[src/rtl/leg_fifo_queue.sv]
// Circular FIFO for the LEG CPU: push at the tail, pop from the head, zero-latency read.
// Pointers carry an extra wrap bit so full and empty are distinguishable without a counter.
module leg_fifo_queue #(
  parameter int unsigned WORD_WIDTH = 8,
  parameter int unsigned DEPTH      = 32,
  parameter int unsigned ADDR_W     = $clog2(DEPTH)
) (
  input  logic                  clk,
  input  logic                  rst,
  input  logic                  PUSH,
  input  logic                  POP,
  input  logic                  CLR,
  input  logic [WORD_WIDTH-1:0] VALUE,
  output logic [WORD_WIDTH-1:0] OUTPUT,
  output logic                  EMPTY,
  output logic                  FULL,
  output logic [ADDR_W:0]       COUNT,
  output logic                  OVF,
  output logic                  UNF
);

  localparam logic [ADDR_W:0] PtrOne = {{ADDR_W{1'b0}}, 1'b1};

  logic [WORD_WIDTH-1:0] mem [DEPTH];

  logic [ADDR_W:0] rd_ptr_q, rd_ptr_d;
  logic [ADDR_W:0] wr_ptr_q, wr_ptr_d;
  logic            ovf_q, ovf_d;
  logic            unf_q, unf_d;

  logic            empty;
  logic            full;
  logic            pop_ok;
  logic            push_ok;
  logic            mem_we;
  logic [ADDR_W-1:0] rd_addr;
  logic [ADDR_W-1:0] wr_addr;

  always_comb begin
    rd_addr = rd_ptr_q[ADDR_W-1:0];
    wr_addr = wr_ptr_q[ADDR_W-1:0];
    empty   = (rd_ptr_q == wr_ptr_q);
    full    = (rd_addr == wr_addr) && (rd_ptr_q[ADDR_W] != wr_ptr_q[ADDR_W]);
    pop_ok  = POP & ~empty;
    // A pop in the same cycle frees the head slot, so a full queue can still accept.
    push_ok = PUSH & (~full | pop_ok);
    mem_we  = push_ok & ~CLR;
  end

  always_comb begin
    rd_ptr_d = rd_ptr_q;
    wr_ptr_d = wr_ptr_q;
    ovf_d    = ovf_q;
    unf_d    = unf_q;
    if (CLR) begin
      rd_ptr_d = '0;
      wr_ptr_d = '0;
      ovf_d    = 1'b0;
      unf_d    = 1'b0;
    end else begin
      if (pop_ok)  rd_ptr_d = rd_ptr_q + PtrOne;
      if (push_ok) wr_ptr_d = wr_ptr_q + PtrOne;
      if (PUSH && !push_ok) ovf_d = 1'b1;
      if (POP && !pop_ok)   unf_d = 1'b1;
    end
  end

  always_ff @(posedge clk or negedge rst) begin
    if (!rst) begin
      rd_ptr_q <= '0;
      wr_ptr_q <= '0;
      ovf_q    <= 1'b0;
      unf_q    <= 1'b0;
    end else begin
      rd_ptr_q <= rd_ptr_d;
      wr_ptr_q <= wr_ptr_d;
      ovf_q    <= ovf_d;
      unf_q    <= unf_d;
    end
  end

  // Storage is deliberately left unreset.
  always_ff @(posedge clk) begin
    if (mem_we) mem[wr_addr] <= VALUE;
  end

  always_comb begin
    OUTPUT = pop_ok ? mem[rd_addr] : '0;
    EMPTY  = empty;
    FULL   = full;
    COUNT  = wr_ptr_q - rd_ptr_q;
    OVF    = ovf_q;
    UNF    = unf_q;
  end

endmodule

[config.mk]
export PLATFORM = sky130hd
export DESIGN_NAME = leg_fifo_queue
export DESIGN_NICKNAME = d
export VERILOG_FILES = /design/src/rtl/leg_fifo_queue.sv
export SDC_FILE = /design/constraint.sdc
export NUM_CORES = 1
export LEC_CHECK = 0
export CELL_PAD_IN_SITES_DETAIL_PLACEMENT = 0
export CELL_PAD_IN_SITES_GLOBAL_PLACEMENT = 1
export CORE_ASPECT_RATIO = 1.4
export CORE_MARGIN = 3
export CORE_UTILIZATION = 29
export DETAILED_ROUTE_END_ITERATION = 10
export GPL_TIMING_DRIVEN = 0
export PLACE_DENSITY_LB_ADDON = 0.1
export SYNTH_ARGS = -nofsm -noshare
export SYNTH_HDL_FRONTEND = slang
export SYNTH_SLANG_ARGS = --single-unit
[constraint.sdc]
create_clock -name clk -period 3.7 [get_ports clk]
set_input_delay 0.37 -clock clk [delete_from_list [all_inputs] [get_ports clk]]
set_output_delay 0.37 -clock clk [all_outputs]
set_load 0.01 [all_outputs]
# Word level (Yosys, flattened, before mapping)
# Memories as Yosys holds them, arrays and structs flattened.
# Index checks and enable logic that the tools add are counted.
word_totals:
  reg_bits: 14
  ramBits: 256
  inputBits: 13
  output_inout_bits: 18
  elab_cells: 38
  mem_count: 1
memory_table:
  columns: ["name", "words", "width", "read_ports", "rd_ports_with_merged_regs", "wr", "line", "text"]
  rows:
  - ["mem", 32, 8, 1, 0, 1, "24", "logic [WORD_WIDTH-1:0] mem [DEPTH];"]
op_classes:
  n_addsub: 3
  eq_ne: 3
  mux: 11
  bitwise_logic: 7
  reduce_logical: 9
ops:
  columns: ["cell", "count"]
  rows:
  - ["$mux 6", 4]
  - ["$add 6x1->6 const B", 2]
  - ["$mux 8", 1]
  - ["$reduce_bool 2->1", 4]
  - ["$eq 6x6->1", 1]
  - ["$mux 1", 6]
  - ["$sub 6x6->6", 1]
  - ["$eq 5x5->1", 1]
  - ["$and 1x1->1", 3]
  - ["$logic_and 1x1->1", 3]
  - ["$not 1->1", 3]
  - ["$logic_not 1->1", 2]
  - ["$ne 1x1->1", 1]
  - ["$or 1x1->1", 1]

# Longest topological paths before layout
# Gate-level depths: netlist of the first run.
logic_depth:
  word_depth: 9
  depth_mapped: 10
  depth_no_buf: 7

# Worst setup path after synthesis of the first run
# OpenSTA, ideal clock, no wires.
synth_path:
  path_kind: "flip-flop to flip-flop"
  start: "register rd_ptr_q[4]"
  end: "memory mem[10][0], enable pin"
  t_arrival_ps: 2502
  required_time_ps: 3330
  slack_ps: 827
  stages_incl_launch_ff: 10
  n_path_buf: 2
  path_cell_list: "dfrtp_1 clkbuf_1 buf_1 inv_1 ha_1 nand4_1 o41ai_4 nor2_1 nand2_2 nor2_1"
synth_between:
  elab_chain_cells: 8
synth_lines:
  columns: ["element", "line", "text"]
  rows:
  - ["start, declared", "26", "logic [ADDR_W:0] rd_ptr_q, rd_ptr_d;"]
  - ["start signal, assigned", "75", "rd_ptr_q <= rd_ptr_d;"]
  - ["$eq 6x6->1 / $eq 5x5->1 (equally long branches)", "42, 43", null]
  - ["$not 1->1 / $logic_and 1x1->1 (equally long branches)", "44, 43", null]
  - ["$and 1x1->1 / $not 1->1 (equally long branches)", "44, 46", null]
  - ["$or 1x1->1 *", "46", "push_ok = PUSH & (~full | pop_ok);"]
  - ["$and 1x1->1 *", "46", null]
  - ["$and 1x1->1 *", "47", "mem_we = push_ok & ~CLR;"]
  - ["$mux 1 *", "84", "if (mem_we) mem[wr_addr] <= VALUE;"]
  - ["$mux 1 (not written as such) *", "84", null]
  - ["end, declared", "24", null]
# Mark *: on every way between the ends. The rest lies on a longest branch, timed or not.

# Worst setup path after layout of the first run
layout_path:
  start: "register rd_ptr_q[0]"
  end: "output port OUTPUT[3]"
layout_between:
  elab_chain_cells: 4
layout_lines:
  columns: ["element", "line", "text"]
  rows:
  - ["parallel branches: the longest is 3 deep, another holds $mem_v2 32x8", null, null]
  - ["$mux 8 *", "88", "OUTPUT = pop_ok ? mem[rd_addr] : '0;"]
  - ["end, declared", "14", "output logic [WORD_WIDTH-1:0] OUTPUT,"]
# Every way passes the cells marked *.

==> impl_results.md, run 1 <==
* Status: finished clean
* Synthesis-to-finish area growth at 18.4%
* Tightest Pin Transition at 1330 ps
* Total Power at 7.16 mW
* Average wire per standard cell at 24.9 um
* Final worst-path cycle share at 97.3%
* Die area at 40100 um2
* VDD IR max at 0.269 mV
* Ports at 31
* CTS H-tree lvls at 1
* Cell Chain, Critical Path: buf_8 -> mux4_1 -> a22o_1 -> a2111oi_4 -> a211oi_2 -> clkdlybuf4s50_1
* GR Overflow Total at 0
* Max-slew headroom at 11.0%
* Met2 track demand over resource at 25.4%
* CP max stage delay at 640 ps
* Seq/Total Area, Yosys at 73.5%
* Worst Clk Skew at 14.7 ps
* Die width at 170 um
* Largest area contributor in the netlist: edfxtp_1
* Layout cells sized above 1 at 22.3%
* Min-delay worst type: in -> async
* Launching point of the worst reg2reg path: rd_ptr_q[3]
* Syn_area_per_cell at 18.9 um2
* Drc violations at 0
* PwrDens at 553 nW/um2
* CTS Buf Count at 27
* Max Fclk at 0.278 GHz
* Fin. Hold Viols at 0
* Drt first pass iters at 4
* Clk buf depth at 3
* Number of global-route vias before repair at 5966
* Number of diodes at 0
* Setup_tns at 0 ps
* GRT Util Overall at 14.1%
* Finished Core Util at 35.0%
* R2r endpoint: mem[30][2]
* Overall routed net length at 28000 um
* Top_reg_cell synth: edfxtp_1
* Nets at 662
* Post-Syn Area at 10900 um2
* Crit path max fanout at 10
* Pleak at 4.02 nW
* Post-route ant nets at 0
* Reg2reg path depth at 8
* WP data arrival at 3230 ps
* Crit path time final at 3600 ps
* Clock Latency Late Sink at 540 ps
* Worst setup SP type: flop
* Finished Layout Cells at 1125
* Synth Register Bits at 270
* CTS tree: done
* Vias per cell at 4.87
* Vias at 5482
* Most Crowded Layer GR: met2
* CTS Sinks at 270
* Most numerous cell in the Yosys netlist: edfxtp_1
* Pre-CTS setup slack at -636 ps
* Post-DP Area at 11800 um2
* Inst Count DP at 1075
* Crit path capture type: output pin
* Req. time, crit path at 3330 ps
* Setup WS post-layout at 100 ps
* GPL Wtd Cong at 0.721
* 1st-iter DRT viols at 304
* Core Footprint at 37000 um2
* Cell variety after synth at 46
* Port-buffer cells at 30
* CP Buf/Inv Count at 2
* Largest net degree at the start of global routing at 33
* Hold buffer count at cts at 0
* Synth top area share at 70.3%
* Standard-cell rows at 83
* Initial antenna violation count at 0
* Post-synthesis async set-or-reset flop share at 5.19%
* EDFF count, synth at 256
* Initial Util at 29.6%
* Cells after Synth at 578
* Final Cell Area at 13000 um2
* # setup viols final at 0
* Syn_nets at 602
* Ys Warns at 0
* Fin. max-slew vios at 0
* CTS clock-pin slew for the worst setup and hold paths at 70 ps
* Area contributors post-synth: edfxtp_1 70%, mux4_2 8.2%, dfrtp_1 3.2%, mux2i_1 2.9%, mux4_1 1.9%
* Dpl hpwl at 18800 um
* Max_cap viols at 0
* Crit path max-delay family: compound AO/OA/AOI/OAI gates
* Met1 Track Usage GR at 17.6%
* CTS root buf: clkbuf_16
* # fillers at 3469
* R2R Setup Slk at 200 ps
* Commonest cells post-synth: 256 x edfxtp_1, 54 x nor2_1, 40 x mux4_2
* First-pass GRT wire length at 41300 um
* Slowest stage cell, crit path: mux4_1
* Global-route met3 utilization at 1.95%
* Worst Hold Slack at 257 ps
* WS Path Type: reg -> out
* Die extent in y at 236 um
* RSZ-0062 raised after global routing: yes
[power breakdown]
group | internal, mW | switching, mW | total (mW)
logic | 0.507 | 0.565 | 1.07
registers | 3.37 | 0.0149 | 3.38
clock network | 1.56 | 1.15 | 2.70
[placed cells by master (no fill, tap or decap), types with 3 or more instances in the layout]
master / synthesis / layout
a2111oi_4: 0 / 7
a211oi_1: 7 / 3
a211oi_2: 0 / 4
a21oi_1: 14 / 14
a22o_1: 8 / 8
a22oi_1: 7 / 4
a22oi_2: 0 / 3
a31oi_1: 3 / 3
buf_2: 6 / 9
buf_4: 2 / 5
buf_6: 6 / 6
bufinv_16: 0 / 3
clkbuf_1: 10 / 9
clkbuf_16: 0 / 27
clkbuf_2: 0 / 4
clkdlybuf4s50_1: 0 / 24
clkinv_2: 0 / 6
clkinvlp_4: 0 / 5
dfrtp_1: 14 / 10
dfrtp_2: 0 / 3
edfxtp_1: 256 / 256
ha_1: 10 / 9
inv_1: 12 / 12
mux2i_1: 32 / 31
mux4_1: 8 / 8
mux4_2: 40 / 40
nand2_1: 8 / 8
nand2_2: 4 / 4
nand3_1: 8 / 6
nand3b_1: 3 / 3
nand4_1: 3 / 3
nor2_1: 54 / 51
o21ai_0: 4 / 4
o221ai_1: 7 / 7
o22ai_1: 8 / 6
or3_1: 4 / 4
xnor2_1: 11 / 11
[cells by family (layout without fill, tap and decap cells)]
logic type	count (synthesis)	in the layout	share of synthesized area, %
mux	81	81	13.2
flops	270	270	73.5
buf+inv	40	120	2.07
fa+ha+maj	11	11	1.33
compound gates	70	70	4.99
xor+xnor	12	12	0.961
simple gates	94	94	3.95
[sequential cells by signal, indices dropped and copies added, names as in the netlist]
| name | count |
|---|---|
| UNF | 1 |
| wr_ptr_q | 6 |
| OVF | 1 |
| rd_ptr_q | 6 |
| mem | 256 |
[layer usage]
layer | wire length [um] | vias to the layer above
met4 | 683 | 0
li1 | - | 2472
met2 | 15000 | 90
met3 | 1050 | 36
met1 | 11400 | 2884
met5 | 0 | -
[how the worst max path moves through the flow]
| stage | startpoint | endpoint | slack (ps) | depth (start not counted) |
|---|---|---|---|---|
| 2_1_floorplan | rd_ptr_q[4] | mem[10][0] | 830 | 9 |
| 3_3_place_gp | rd_ptr_q[4] | mem[31][7] | -580 | 9 |
| 3_5_place_dp | rd_ptr_q[4] | mem[30][5] | -640 | 9 |
| 4_1_cts | rd_ptr_q[1] | COUNT[5] | -3 | 8 |
| 5_1_grt | rd_ptr_q[1] | COUNT[5] | -50 | 8 |
| 6_report | rd_ptr_q[0] | OUTPUT[3] | 100 | 6 |
[worst reg2reg max path: cells and delay by family, from the launching register on]
kind / cells / cell delay (ps)
buffers and inverters: 2 / 460
AND/OR/NAND/NOR: 4 / 1770
flip-flops: 1 / 320
adder cells (fa/ha/maj): 1 / 390
AO/OA/AOI/OAI: 1 / 170
[repair_timing]
action	4_1_cts	5_1_grt
setup buffers	2	1
setup endpoints to repair	270	16
pin swaps	6	5
gates resized for setup	47	13
[area by class of cell]
cell class	instances	area (um2)	area share (%)
Clock buffer	33	698	5.39
Tap cell	467	584	4.51
Sequential cell	270	8050	62.1
Clock inverter	16	170	1.31
Inverter	12	45.0	0.348
Multi-Input combinational cell	268	2880	22.2
Buffer	26	226	1.75
Timing Repair Buffer	33	304	2.35
(Power assumes the default switching activity.)
==> run 2: changes to the inputs <==
Settings changed: CORE_UTILIZATION 29 to 41.
==> run 2 against run 1 <==
Cell count fell by 13%. Final area fell by 2.1%. Clock power fell by 3%. Clock-buffer cell count rose by 2. Clock skew fell by 7.5 ps. Sequential share of layout area rose by 1.3 points. Die area fell by 28%. Sequential power barely moved. Setup slack improved by 70 ps. Critical path depth rose by 3. Non-clock buffer count rose by 1. First-iteration DRC count rose by 23%.
==> impl_results.md, run 2 (synthesis gave the netlist of run 1 again) <==
* Number of global-route vias before repair at 6015 (+0.82%)
* GR Overflow Total at 0 (unchanged)
* Max Fclk at 0.283 GHz (+2.0%)
* Max FFs per register at 256 (unchanged)
* Min-delay worst type: in -> async
* GPL Wtd Cong at 0.785 (+8.9%)
* Worst Clk Skew at 7.14 ps (-7.54 ps)
* Cell Chain, Critical Path: buf_8 -> buf_12 -> buf_6 -> buf_4 -> mux2i_1 -> o22ai_1 -> a2111oi_4 -> a211oi_1 -> clkdlybuf4s50_1
* Drt first pass iters at 5 (+1)
* R2R Setup Slk at 410 ps (+210 ps)
* Crit path time final at 3530 ps (-69.9 ps)
* Layout cells sized above 1 at 19.5% (-2.8 points)
* Fin. max-slew vios at 0 (unchanged)
* Die width at 144 um (-15%)
* Initial Util at 41.8% (+12 points)
* GRT Util Overall at 18.2% (+4.1 points)
* Max_cap viols at 0 (unchanged)
* Initial antenna violation count at 0 (unchanged)
* Nets at 662 (unchanged)
* Final worst-path cycle share at 95.4% (-1.9 points)
* Crit path capture type: output pin
* Synthesis-to-finish area growth at 16.0%
* Regs by FF count: mem (256), rd_ptr_q (6), wr_ptr_q (6)
* Clock Latency Late Sink at 530 ps (about the same)
* Standard-cell rows at 70 (-16%)
* Port-buffer cells at 30 (unchanged)
* Most common cell after layout, fill and taps aside: edfxtp_1
* Drc violations at 0 (unchanged)
* Vias at 5566 (+1.5%)
* CTS tree: done
* VDD IR max at 0.318 mV (+18%)
* Pleak at 3.99 nW (-0.82%)
* Worst setup SP type: flop
* CTS Sinks at 270 (unchanged)
* CTS Buf Count at 26 (-3.7%)
* RSZ-0062 raised after global routing: no
* CP max stage delay at 500 ps (-140 ps)
* CTS clock-pin slew for the worst setup and hold paths at 60 ps (about the same)
* Hold buffer count at cts at 0 (unchanged)
* Largest net degree at the start of global routing at 33 (unchanged)
* Most frequent cells in the layout: 256 x edfxtp_1, 52 x nor2_1, 40 x mux4_2
* Die extent in y at 199 um (-15%)
* Total Power at 7.02 mW (-1.9%)
* Clk buf depth at 3 (unchanged)
* 1st-iter DRT viols at 375 (+23%)
* CTS root buf: clkbuf_16
* CTS H-tree lvls at 1 (unchanged)
* Top reg by flops: mem
* Req. time, crit path at 3330 ps (about the same)
* PwrDens at 554 nW/um2 (+0.18%)
* First-pass GRT wire length at 38200 um (-7.5%)
* Average wire per standard cell at 25.8 um (+3.4%)
* Dpl hpwl at 16700 um (-11%)
* Status: finished clean
* Fin. Hold Viols at 0 (unchanged)
* Crit path max fanout at 10 (unchanged)
* Max-slew headroom at 12.7% (+1.7 points)
* Tightest Pin Transition at 1300 ps (-25.6 ps)
* Post-DP Area at 11600 um2 (-1.5%)
* Overall routed net length at 25300 um (-10%)
* # setup viols final at 0 (unchanged)
* Die area at 28700 um2 (-28%)
* Worst Hold Slack at 249 ps (-7.53 ps)
* WS Path Type: reg -> out
* WP data arrival at 3160 ps (-70 ps)
* Number of diodes at 0 (unchanged)
* Post-route ant nets at 0 (unchanged)
* Ports at 31 (unchanged)
* Slowest stage cell, crit path: clkdlybuf4s50_1
* Setup_tns at 0 ps (unchanged)
* Final Cell Area at 12700 um2 (-2.1%)
* Finished Core Util at 48.4% (+13 points)
* Core Footprint at 26200 um2 (-29%)
* Vias per cell at 5.68 (+17%)
## run 2: cell types whose count changed in the layout (fill, tap and decap cells not counted), sizes merged
| cell | delta |
|---|---|
| clkbuf | +4 |
| buf | -4 |
| clkinvlp | -5 |
| dlygate4sd2 | -1 |
| clkdlybuf4s50 | +5 |
| dlymetal6s2s | -1 |
## run 2: timing repair
item | CTS | global route
hold endpoints to repair | 0 | 0
pin swaps | 0 | 2
endpoints found under the setup margin | 268 | 17
gates cloned | 0 | 0
resized for setup | 32 | 11
setup buffers | 0 | 3
## run 2: layout make-up
type                            instances  area, um2
Buffer                                 27        219
Tap cell                              324        405
Multi-Input combinational cell        268       2820
Sequential cell                       270       8050
Clock buffer                           35        706
Clock inverter                         11        126
Timing Repair Buffer                   33        318
Inverter                               12       45.0
Fill cell                            2194      13500
## run 2: metrics by stage
| step | setup WS, ps | cells |
|---|---|---|
| after CTS | 7.73 | 977 |
| after floorplan | 827 | 578 |
| final | 170 | 980 |
| after global routing | 6.13 | 980 |
| after global placement | -569 | 932 |
| after detailed placement | -536 | 932 |
## run 2: worst max-delay path, delay by kind of cell (launching register included)
| kind | cells | cell delay, ps |
|---|---|---|
| DFF | 1 | 410 |
| buffers and inverters | 5 | 1300 |
| AOI/OAI and AO/OA | 3 | 670 |
| muxes | 1 | 220 |
## run 2: power breakdown
part	switching [mW]	internal (mW)
Clock	1.07	1.54
Combinational	0.537	0.493
Sequential	0.0147	3.37
## run 2: path summary, 6_finish.rpt
check | to | from | cells after the start
max | OUTPUT[5] | rd_ptr_q[0] | 9
min | wr_ptr_q[5] | rst | 1
max reg2reg | mem[14][5] | rd_ptr_q[2] | 9
min reg2reg | OVF | OVF | 2
max in group asynchronous | rd_ptr_q[4] | rst | 1
min in group clk | mem[3][4] | VALUE[4] | 1
## run 2: metal layers
metal | global-route usage (%) | share of wire [%] | vias up | wire length (um)
met4 | 5.02 | 2.2 | 0 | 568
met2 | 31.4 | 52 | 128 | 13000
met5 | 0 | 0 | - | 0
met3 | 2.30 | 3.8 | 34 | 964
met1 | 24.5 | 42 | 2934 | 10700
li1 | - | - | 2470 | -
==> run 3: changes to the inputs <==
Settings changed: CORE_UTILIZATION 41 to 35.
==> run 3 against run 2 <==
Final area grew 1.0%. Highest routed layer unchanged. Critical path type unchanged. Register-to-register slack lost 130 ps. Worst hold slack gained 3.1 ps.
==> impl_results.md, run 3 (synthesis gave the netlist of run 1 again) <==
* WS Path Type: reg -> out
* Crit path time final at 3600 ps (+67.9 ps)
* Final Cell Area at 12800 um2 (+1.0%)
* Number of global-route vias before repair at 6028 (+0.22%)
* CTS tree: done
* PwrDens at 548 nW/um2 (-1.1%)
* Port-buffer cells at 30 (unchanged)
* Core Footprint at 30400 um2 (+16%)
* CTS H-tree lvls at 1 (unchanged)
* Inst Count DP at 993 (+6.5%)
* Switching Share at 23.8% (+0.75 points)
* Max_cap viols at 0 (unchanged)
* Internal power at 5.35 mW (-1.0%)
* GRT Util Overall at 15.7% (-2.5 points)
* Clk buf depth at 3 (unchanged)
* CTS root buf: clkbuf_16
* Synthesis-to-finish area growth at 17.2%
* # setup viols final at 0 (unchanged)
* Combinational share of power at 14.8% (about the same)
* Initial Util at 36.0% (-5.8 points)
* Crit path capture type: output pin
* Initial antenna violation count at 0 (unchanged)
* Regs by FF count: mem (256), rd_ptr_q (6), wr_ptr_q (6)
* Post-route ant nets at 0 (unchanged)
* Drc violations at 0 (unchanged)
* Standard-cell rows at 75 (+7.1%)
* Fin. max-slew vios at 0 (unchanged)
* Final worst-path cycle share at 97.2% (+1.8 points)
* Total Power at 7.02 mW (about the same)
* Crit path max fanout at 10 (unchanged)
* Max FFs per register at 256 (unchanged)
* Status: finished clean
* Fin. Hold Viols at 0 (unchanged)
* GPL Wtd Cong at 0.778 (-0.98%)
* Die area at 33400 um2 (+17%)
* Req. time, crit path at 3330 ps (about the same)
* Worst setup SP type: flop
* RSZ-0062 raised after global routing: yes
* Vias at 5561 (-0.090%)
* VDD IR max at 0.292 mV (-8.0%)
* Nets at 663 (+0.15%)
* Worst setup path startpoint: rd_ptr_q[0]
* Most common cell after layout, fill and taps aside: edfxtp_1
* Max-slew headroom at 9.82% (-2.9 points)
* Min-delay worst type: in -> async
* Switching power total at 1.67 mW (+3.2%)
* Post-DP Area at 11700 um2 (+0.66%)
* Worst Hold Slack at 252 ps (+3.06 ps)
* Ports at 31 (unchanged)
* Finished Layout Cells at 1045 (+6.6%)
* CTS Sinks at 270 (unchanged)
* Clk pwr share at 37.0% (-0.2 points)
* Tightest Pin Transition at 1350 ps (+43.8 ps)
* Overall routed net length at 26100 um (+3.3%)
* Clock Latency Late Sink at 540 ps (about the same)
* Top reg by flops: mem
* Layout cells sized above 1 at 20.8% (+1.2 points)
* Launching point of the worst reg2reg path: rd_ptr_q[2]
* WP data arrival at 3230 ps (+70 ps)
* Average wire per standard cell at 25.0 um (-3.1%)
* Die extent in y at 215 um (+8.0%)
* Dpl hpwl at 17400 um (+3.7%)
* Pleak at 4.01 nW (+0.67%)
* GR Overflow Total at 0 (unchanged)
* Number of diodes at 0 (unchanged)
* Largest net degree at the start of global routing at 33 (unchanged)
* 1st-iter DRT viols at 348 (-7.2%)
* Worst Clk Skew at 6.89 ps (-0.246 ps)
* Max Fclk at 0.278 GHz (-1.9%)
* Drt first pass iters at 4 (-1)
* Most frequent cells in the layout: 256 x edfxtp_1, 51 x nor2_1, 40 x mux4_2
* Die width at 155 um (+7.9%)
* Vias per cell at 5.32 (-6.3%)
* Sequential share of power at 48.2% (about the same)
* # fillers at 2752 (+25%)
* CTS clock-pin slew for the worst setup and hold paths at 60 ps (about the same)
* First-pass GRT wire length at 39000 um (+2.1%)
* CTS Buf Count at 27 (+3.8%)
==> run 3: worst max-delay path: stages, from the launching register on <==
cell and delay [ps]:
dfrtp_2 420, buf_8 180, buf_12 170, mux4_2 520, a22o_1 250, a2111oi_4 520
a211oi_2 110, clkdlybuf4s50_1 510
==> run 3: stage by stage <==
stage / setup TNS (ps) / setup WS, ps / util, %
2_1_floorplan: 0 / 827 / -
3_3_place_gp: -72730 / -515 / 38.5
3_5_place_dp: -91400 / -557 / 38.5
4_1_cts: 0 / 14.3 / 42.1
5_1_grt: -15.4 / -15.4 / 42.1
6_report: 0 / 102 / 42.1
==> run 3: power groups by stage <==
stage	clock network [mW]	registers, mW	logic (mW)
final	2.60	3.38	1.04
after global routing	2.80	3.38	1.12
after CTS	2.68	3.38	1.07
after detailed placement	0	3.45	0.994
after global placement	0	3.44	0.984
after floorplan	0	3.44	0.627
==> run 3: worst paths after layout <==
kind                            cells past startpoint           to  slack (ps)
worst max register to register                     10   mem[26][0]         280
max in group asynchronous                           1  rd_ptr_q[4]        2930
worst min-delay path                                1          UNF         250
min in group clk                                    1   mem[24][3]         420
worst min register to register                      2          OVF         520
worst max-delay path                                7    OUTPUT[2]         100
==> run 3: final cells by class <==
| class | instances | area, um2 | share of cell area [%] |
|---|---|---|---|
| flip-flops and latches | 270 | 8050 | 62.8 |
| multi-input cells | 268 | 2850 | 22.3 |
| clock buffers | 30 | 687 | 5.36 |
| well taps | 385 | 482 | 3.76 |
| repair buffers | 34 | 328 | 2.56 |
| plain buffers | 26 | 219 | 1.71 |
| clock inverters | 20 | 156 | 1.22 |
| inverters | 12 | 45.0 | 0.351 |
==> run 3: timing repair <==
action | 4_1_cts | 5_1_grt
resized for setup | 44 | 7
hold buffers | 0 | 0
setup buffers | 3 | 1
gates cloned | 0 | 0
endpoints found under the setup margin | 270 | 21
pin swaps | 2 | 2
==> run 3: routing by layer <==
metal / vias up / global-route usage [%] / share of wire [%] / wire length, um
met5: - / 0 / 0 / 0
li1: 2486 / - / - / -
met2: 101 / 27.1 / 52 / 13600
met4: 0 / 4.91 / 2.3 / 599
met1: 2937 / 20.5 / 42 / 10900
met3: 37 / 2.15 / 3.7 / 965
